File: config.mk
export PLATFORM = sky130hd
export DESIGN_NAME = uart_tx_fifo_drain
export DESIGN_NICKNAME = d
export VERILOG_FILES = /design/src/rtl/uart_tx_fifo_drain.sv
export SDC_FILE = /design/constraint.sdc
export NUM_CORES = 1
export LEC_CHECK = 0
export BUFFER_PORTS_ARGS = -buffer_cell sky130_fd_sc_hd__buf_2
export CELL_PAD_IN_SITES_DETAIL_PLACEMENT = 0
export CELL_PAD_IN_SITES_GLOBAL_PLACEMENT = 1
export CORE_UTILIZATION = 40
export CTS_BUF_LIST = sky130_fd_sc_hd__clkbuf_8
export DETAILED_ROUTE_END_ITERATION = 10
export GPL_TIMING_DRIVEN = 0
export PLACE_DENSITY = 0.79
export SYNTH_ARGS = -nofsm -noshare
export SYNTH_HDL_FRONTEND = slang
export SYNTH_SLANG_ARGS = --single-unit
File: constraint.sdc
create_clock -name clk -period 2.3 [get_ports clk]
set_clock_uncertainty 0.2 [all_clocks]
set_input_delay 0.115 -clock clk [delete_from_list [all_inputs] [get_ports clk]]
set_output_delay 0.115 -clock clk [all_outputs]
set_load 0.02 [all_outputs]
File: src/rtl/uart_tx_fifo_drain.sv
// UART transmitter that drains a first-word-fall-through FIFO, with its own 16x baud tick generator.
// Define UART_TX_PARITY_EN to insert an even-parity bit between the data bits and the stop bit.

module uart_tx_fifo_drain #(
  parameter int DATA_WIDTH = 8,
  parameter int SB_TICK    = 16,
  parameter int DVSR_WIDTH = 11
) (
  input  logic                  clk,
  input  logic                  reset,
  input  logic [DVSR_WIDTH-1:0] dvsr,
  input  logic                  fifo_empty,
  input  logic [DATA_WIDTH-1:0] fifo_r_data,
  output logic                  fifo_rd,
  output logic                  tx,
  output logic                  tx_busy,
  output logic                  tx_done_tick
);

  // The tick counter also times the stop bit, so it widens when SB_TICK exceeds 16.
  localparam int TICK_W = (SB_TICK > 16) ? $clog2(SB_TICK) : 4;
  localparam int BIT_W  = (DATA_WIDTH > 1) ? $clog2(DATA_WIDTH) : 1;
  localparam logic [TICK_W-1:0] BIT_LAST  = TICK_W'(15);
  localparam logic [TICK_W-1:0] STOP_LAST = TICK_W'(SB_TICK - 1);
  localparam logic [BIT_W-1:0]  DATA_LAST = BIT_W'(DATA_WIDTH - 1);

  typedef enum logic [2:0] {
    ST_IDLE,
    ST_START,
    ST_DATA,
`ifdef UART_TX_PARITY_EN
    ST_PARITY,
`endif
    ST_STOP
  } state_t;

  state_t                  r_state;
  logic [DVSR_WIDTH-1:0]   r_baud_cnt;
  logic [TICK_W-1:0]       r_tick_cnt;
  logic [BIT_W-1:0]        r_bit_cnt;
  logic [DATA_WIDTH-1:0]   r_shift;
  logic                    r_tx;
  logic                    r_done;

  state_t                  w_state_next;
  logic [TICK_W-1:0]       w_tick_cnt_next;
  logic [BIT_W-1:0]        w_bit_cnt_next;
  logic [DATA_WIDTH-1:0]   w_shift_next;
  logic                    w_tx_next;
  logic                    w_done_next;
  logic                    w_pop;
  logic                    w_s_tick;

`ifdef UART_TX_PARITY_EN
  logic                    r_parity;
  logic                    w_parity_next;
`endif

  assign w_s_tick = (r_state != ST_IDLE) && (r_baud_cnt == dvsr);

  always_comb begin
    // NOTE: every output of this block gets a default first so no path leaves a latch.
    w_state_next    = r_state;
    w_tick_cnt_next = r_tick_cnt;
    w_bit_cnt_next  = r_bit_cnt;
    w_shift_next    = r_shift;
    w_tx_next       = 1'b1;
    w_done_next     = 1'b0;
    w_pop           = 1'b0;
`ifdef UART_TX_PARITY_EN
    w_parity_next   = r_parity;
`endif
    unique case (r_state)
      ST_IDLE: begin
        if (!fifo_empty) begin
          w_pop           = 1'b1;
          w_shift_next    = fifo_r_data;
          w_tick_cnt_next = '0;
          w_bit_cnt_next  = '0;
`ifdef UART_TX_PARITY_EN
          w_parity_next   = ^fifo_r_data;
`endif
          w_state_next    = ST_START;
        end
      end
      ST_START: begin
        w_tx_next = 1'b0;
        if (w_s_tick) begin
          if (r_tick_cnt == BIT_LAST) begin
            w_tick_cnt_next = '0;
            w_bit_cnt_next  = '0;
            w_state_next    = ST_DATA;
          end else begin
            w_tick_cnt_next = r_tick_cnt + TICK_W'(1);
          end
        end
      end
      ST_DATA: begin
        w_tx_next = r_shift[0];
        if (w_s_tick) begin
          if (r_tick_cnt == BIT_LAST) begin
            w_tick_cnt_next = '0;
            w_shift_next    = r_shift >> 1;
            if (r_bit_cnt == DATA_LAST) begin
`ifdef UART_TX_PARITY_EN
              w_state_next = ST_PARITY;
`else
              w_state_next = ST_STOP;
`endif
            end else begin
              w_bit_cnt_next = r_bit_cnt + BIT_W'(1);
            end
          end else begin
            w_tick_cnt_next = r_tick_cnt + TICK_W'(1);
          end
        end
      end
`ifdef UART_TX_PARITY_EN
      ST_PARITY: begin
        w_tx_next = r_parity;
        if (w_s_tick) begin
          if (r_tick_cnt == BIT_LAST) begin
            w_tick_cnt_next = '0;
            w_state_next    = ST_STOP;
          end else begin
            w_tick_cnt_next = r_tick_cnt + TICK_W'(1);
          end
        end
      end
`endif
      ST_STOP: begin
        if (w_s_tick) begin
          if (r_tick_cnt == STOP_LAST) begin
            w_tick_cnt_next = '0;
            w_done_next     = 1'b1;
            w_state_next    = ST_IDLE;
          end else begin
            w_tick_cnt_next = r_tick_cnt + TICK_W'(1);
          end
        end
      end
      default: w_state_next = ST_IDLE;
    endcase
  end

  // NOTE: state registers use non-blocking assignments so every flop samples pre-edge values.
  always_ff @(posedge clk) begin
    if (reset) begin
      r_state    <= ST_IDLE;
      r_baud_cnt <= '0;
      r_tick_cnt <= '0;
      r_bit_cnt  <= '0;
      r_shift    <= '0;
      r_tx       <= 1'b1;
      r_done     <= 1'b0;
`ifdef UART_TX_PARITY_EN
      r_parity   <= 1'b0;
`endif
    end else begin
      r_state    <= w_state_next;
      r_tick_cnt <= w_tick_cnt_next;
      r_bit_cnt  <= w_bit_cnt_next;
      r_shift    <= w_shift_next;
      r_tx       <= w_tx_next;
      r_done     <= w_done_next;
`ifdef UART_TX_PARITY_EN
      r_parity   <= w_parity_next;
`endif
      // Baud counter rests at zero in IDLE so the start bit is always a full 16 ticks.
      if (r_state == ST_IDLE || r_baud_cnt == dvsr)
        r_baud_cnt <= '0;
      else
        r_baud_cnt <= r_baud_cnt + DVSR_WIDTH'(1);
    end
  end

  assign fifo_rd      = w_pop & ~reset;
  assign tx           = r_tx;
  assign tx_busy      = (r_state != ST_IDLE);
  assign tx_done_tick = r_done;

endmodule

## Word-level counts from Yosys, hierarchy flattened

Cells that the tools add are included.

- Bits of input ports: 22
- Output and inout port bits: 4
- Register bits after elaboration: 31

- Muxes and demuxes: 26
- Add/sub/neg operators: 3
- Reduce and logical (&&, ||, !) cells: 14
- Equal/unequal tests: 16
- Bitwise logic cells: 4

Operator list:

| operator | number |
|---|---|
| 3-bit 2-to-1 mux | 12 |
| 8-bit 2-to-1 mux | 3 |
| 2-bit inequality test (second input constant) | 9 |
| 8-bit case mux with 2 select lines | 1 |
| 4-bit 2-to-1 mux | 3 |
| 3-bit case mux with 4 select lines | 1 |
| 11-bit by 1-bit adder with 11-bit output (second input constant) | 1 |
| 11-bit == test | 1 |
| 3-bit case mux with 3 select lines | 1 |
| 4-bit case mux with 2 select lines | 1 |
| 8-bit AND reduction | 1 |
| 7-bit AND reduction | 1 |
| 3-bit by 2-bit == test with 1-bit output (second input constant) | 2 |
| 3-bit nonzero test | 2 |
| 3-bit OR reduction | 2 |
| 4-bit by 1-bit adder with 4-bit output (second input constant) | 1 |
| 4-bit == test (second input constant) | 1 |
| 4-bit AND reduction | 1 |
| 2-bit nonzero test | 2 |
| 3-bit by 1-bit adder with 3-bit output (second input constant) | 1 |
| 3-bit by 1-bit == test with 1-bit output (second input constant) | 1 |
| 3-bit == test (second input constant) | 1 |
| 3-bit zero test | 1 |
| 1-bit 2-to-1 mux | 3 |
| 8 further kinds | 10 |

## Longest topological paths before layout

- Depth after elaboration: 5
- Gate-level depth with buffers: 8
- Mapped depth without buffers: 7

## Worst setup path after synthesis

No wires, ideal clock.

- Path kind: register -> register
- Start: register r_state[0]
- End: register r_state[0]
- Arrival time: 1.981 ns
- Slack: 0.060 ns
- Buffers on the path: 1
- Required time: 2.041 ns
- Stages on the path, launching flop included: 9
- Path through: dfxtp_1 > inv_1 > ha_1 > buf_2 > nor4_2 > o221ai_1 > or4_4 > a221o_1 > nand2_1

- Longest elaborated chain between the ends: 4

Ends and longest elaborated chain:

| element | RTL line | RTL |
|---|---|---|
| from (decl) | 37 | `state_t r_state;` |
| from (signal assigned) | 160 | `r_state <= w_state_next;` |
| 3-bit nonzero test | 59 | `assign w_s_tick = (r_state != ST_IDLE) && (r_baud_cnt == dvsr);` |
| 1-bit logical AND | 59 |  |
| 2-bit inequality test (no line) | n/a |  |
| 8-bit AND reduction (no line) | n/a |  |

Parallel ways exist; a longest one is shown, timed or not.
A chain may end at the register's enable or synchronous reset.

## Worst setup path in the final report

- Start: register r_baud_cnt[2]
- End: register r_state[0]

- Longest elaborated chain between the ends: 4

Ends and longest elaborated chain:

| element | RTL line | RTL |
|---|---|---|
| from (decl) | 38 | `logic [DVSR_WIDTH-1:0] r_baud_cnt;` |
| from (signal assigned) | 173 | `r_baud_cnt <= r_baud_cnt + DVSR_WIDTH'(1);` |
| 11-bit == test (*) | 59 |  |
| 1-bit logical AND (*) | 59 |  |
| 2-bit inequality test (no line) | n/a |  |
| 8-bit AND reduction (no line) (*) | n/a |  |

Mark *: on every way between the ends. The rest lies on a longest branch, timed or not.

==> flow_summary_export.csv <==
group,metric,value,unit
outcome,status,"finished clean",
synthesis,syn-cell-area,1700,sq um
layout,layout.nets,257,
worst_hold_path,hold_class,"in -> reg",
power_and_ir_drop,ir_worst_vdd,417,uV
drt,drc,0,
grt,grt_use_total,0.189,
clock_network,cts_sinks,30,
clock_network,cts_tree,"yes",
critical_path,worst_ep_required_time,2310,ps
synthesis,yosys_warnings,0,
drt,postRouteAntennaNets,0,
timing,setup_viol,0,
synthesis,synth_fp_nets,225,
synthesis,synthCells,194,
timing,period_share,0.962,
critical_path,cp_max_fo,5,
drt,first_iter_violations,134,
timing,period_needed,2210,ps
layout,regArea,608,sq um
clock_network,cts_made_buffers,5,
synthesis,synth_most_common_cell,"dfxtp_1",
layout,fillerInstances,403,
timing,finalMaxSlewViolations,0,
grt,grt_pass1_wl,6430,microns
drt,wl,3760,microns
synthesis,synthArstFlopShare,0,
layout,fin_cells,277,
clock_network,insertion_delay,280,ps
synthesis,synth-edff-count,0,
worst_hold_path,hold_path_depth,4,
critical_path,end_kind,"flip-flop",
floorplan,die_y,67.3,microns
floorplan,start_util,0.420,
critical_path,crit_buf_inv,0,
critical_path,r2r-end,"r_state[0]$_SDFFE_PP0P_",
clock_network,clk_pin_slew,70,ps
power_and_ir_drop,p_leak,0.807,nW
floorplan,core-area,4060,sq um
power_and_ir_drop,power.density,899,nW/um^2
timing,fmax,0.452,GHz
clock_network,root_buffer,"clkbuf_8",
timing,max_slew_margin,0.575,
critical_path,worstReg2RegStart,"r_baud_cnt[2]$_SDFF_PP0_",
layout,antenna_cells_inserted,0,
grt,grt_max_degree,11,
drt,dr_total_vias,1537,
synthesis,seq_area_frac_synth,0.352,
grt,grt_pass1_vias,1425,
place,portBuffers,25,
place,gp_congestion,0.831,
layout,drive_above_1_share,0.233,
floorplan,die_w,67.3,microns
critical_path,startpoint_type,"flip-flop",
floorplan,core.rowCount,23,
place,dp_cells,269,
critical_path,reg2reg_depth,5,
synthesis,synth_area_leader_cell,"dfxtp_1",
synthesis,synthTopCellsByCount,"30 x dfxtp_1, 19 x nor2_1, 16 x xnor2_1",
clock_network,post_cts_buffers,0,
critical_path,arrival,2230,ps
synthesis,syn_area_per_cell,8.78,sq um
grt,antenna_found_initial,0,
drt,via_per_inst,5.55,
critical_path,slowest_stage,"or4_4",
floorplan,io_pins,26,
layout,syn_to_final_growth,21.1,%
synthesis,synth_ff_type,"dfxtp_1",
timing,rsz0062_at_grt,"no",
job,maxCapViolCount,0,
critical_path,cp_cell_sequence,"xnor2_1 -> nand4_1 -> or4_4 -> a221o_1 -> nand2_1",
drt,dr.pass1.iters,4,
synthesis,yosys_register_bits,30,
grt,grt_overflow,0,
critical_path,slowest_delay,660,ps
clock_network,htree_levels,2,
critical_path,worstSetupPathType,"reg -> reg",
synthesis,synth_cell_types,39,
floorplan,die-area,4530,sq um
place,hpwlAfterDp,2740,microns
synthesis,synth_area_leaders,"dfxtp_1 35%, xnor2_1 8.2%, ha_1 6.6%",
layout,multi_input_area,1110,sq um
synthesis,yosysTopAreaCellShare,0.352,
clock_network,cts_buffer_depth,2,
critical_path,reg2reg_slack,90,ps
critical_path,crit_family,"simple AND/OR/NAND/NOR gates",
timing,holdWs,6.24,ps
timing,hold_viol,0,
worst_hold_path,min-delay-start,"fifo_r_data[1]",
timing,tns,0,ps
worst_hold_path,whs_endpoint,"r_shift[1]$_SDFFE_PP0P_",
timing,tightestPinTransition,637,ps
drt,avgRoutedWirePerCell,13.6,microns
layer usage:
metal	part of all wire	global-route usage
met3	0.044	0.0574
met1	0.49	0.247
met2	0.45	0.290
met4	0.0072	0.0665
met5	0	0
how the worst max path moves through the flow:
stage                                    to                startpoint  cells past startpoint
floorplan           r_state[0]$_SDFFE_PP0P_   r_state[0]$_SDFFE_PP0P_                      8
global placement    r_shift[0]$_SDFFE_PP0P_   r_state[0]$_SDFFE_PP0P_                      8
detailed placement  r_state[0]$_SDFFE_PP0P_   r_state[0]$_SDFFE_PP0P_                      8
CTS                 r_state[0]$_SDFFE_PP0P_   r_state[1]$_SDFFE_PP0P_                      7
global route        r_state[0]$_SDFFE_PP0P_   r_state[1]$_SDFFE_PP0P_                      7
finish              r_state[0]$_SDFFE_PP0P_  r_baud_cnt[2]$_SDFF_PP0_                      5
layout make-up:
class / count / share of cell area
flip-flops and latches: 30 / 0.295
clock inverters: 2 / 0.00424
multi-input cells: 151 / 0.540
clock buffers: 6 / 0.0400
repair buffers: 26 / 0.0655
inverters: 6 / 0.0109
plain buffers: 6 / 0.0145
well taps: 50 / 0.0303
cells in the final DEF, fill, tap and decap left out, types with 4 or more instances in the layout:
| cell | n |
|---|---|
| xor2_1 | 4 |
| dfxtp_1 | 28 |
| nor2_1 | 18 |
| a21oi_1 | 5 |
| nand2_1 | 15 |
| clkbuf_8 | 6 |
| mux2i_1 | 8 |
| and3_1 | 6 |
| o311a_1 | 7 |
| a31oi_1 | 4 |
| nand3_1 | 9 |
| nand4_1 | 4 |
| xnor2_1 | 16 |
| o21ai_0 | 11 |
| nor3_1 | 4 |
| buf_2 | 27 |
| ha_1 | 6 |
flip-flops by register name (all words and copies together), names as in the netlist:
signal,cells
tx,1
r_tick_cnt,4
r_bit_cnt,3
r_state,2
tx_done_tick,1
r_baud_cnt,11
r_shift,8
repair_timing:
action                     CTS  global route
hold endpoints to repair     1             0
pin swaps                    1             2
gates cloned                 0             0
setup endpoints to repair    7            10
gates resized for setup      9            13
hold buffers                 1             0
worst register-to-register path, delay by kind of cell (launching register included):
family          cells  cell delay (ps)
compound gates      1              340
xor+xnor            1              170
flops               1              430
simple gates        3             1010
cell families (layout without fill, tap and decap cells):
group / after synthesis / count (layout) / share of synthesized area
compound gates: 41 / 41 / 0.170
xor+xnor: 20 / 20 / 0.103
fa+ha+maj: 9 / 9 / 0.0661
buf+inv: 13 / 46 / 0.0316
flops: 30 / 30 / 0.352
mux: 8 / 8 / 0.0470
simple gates: 73 / 73 / 0.231
report_power, final:
| part | internal (W) | switching (W) |
|---|---|---|
| logic | 0.000295 | 0.000463 |
| clock network | 0.000237 | 0.000196 |
| registers | 0.000607 | 0.0000600 |
through the flow:
step           worst slack [ps]  area [sq um]   util  total power (W)
2_1_floorplan              60.3          1700      -          0.00115
3_3_place_gp               -131          1890  0.466          0.00134
3_5_place_dp               -126          1890  0.466          0.00134
4_1_cts                    10.1          2030  0.500          0.00182
5_1_grt                    23.4          2060  0.509          0.00201
6_report                   86.7          2060  0.509          0.00186
(Power assumes the default switching activity.)
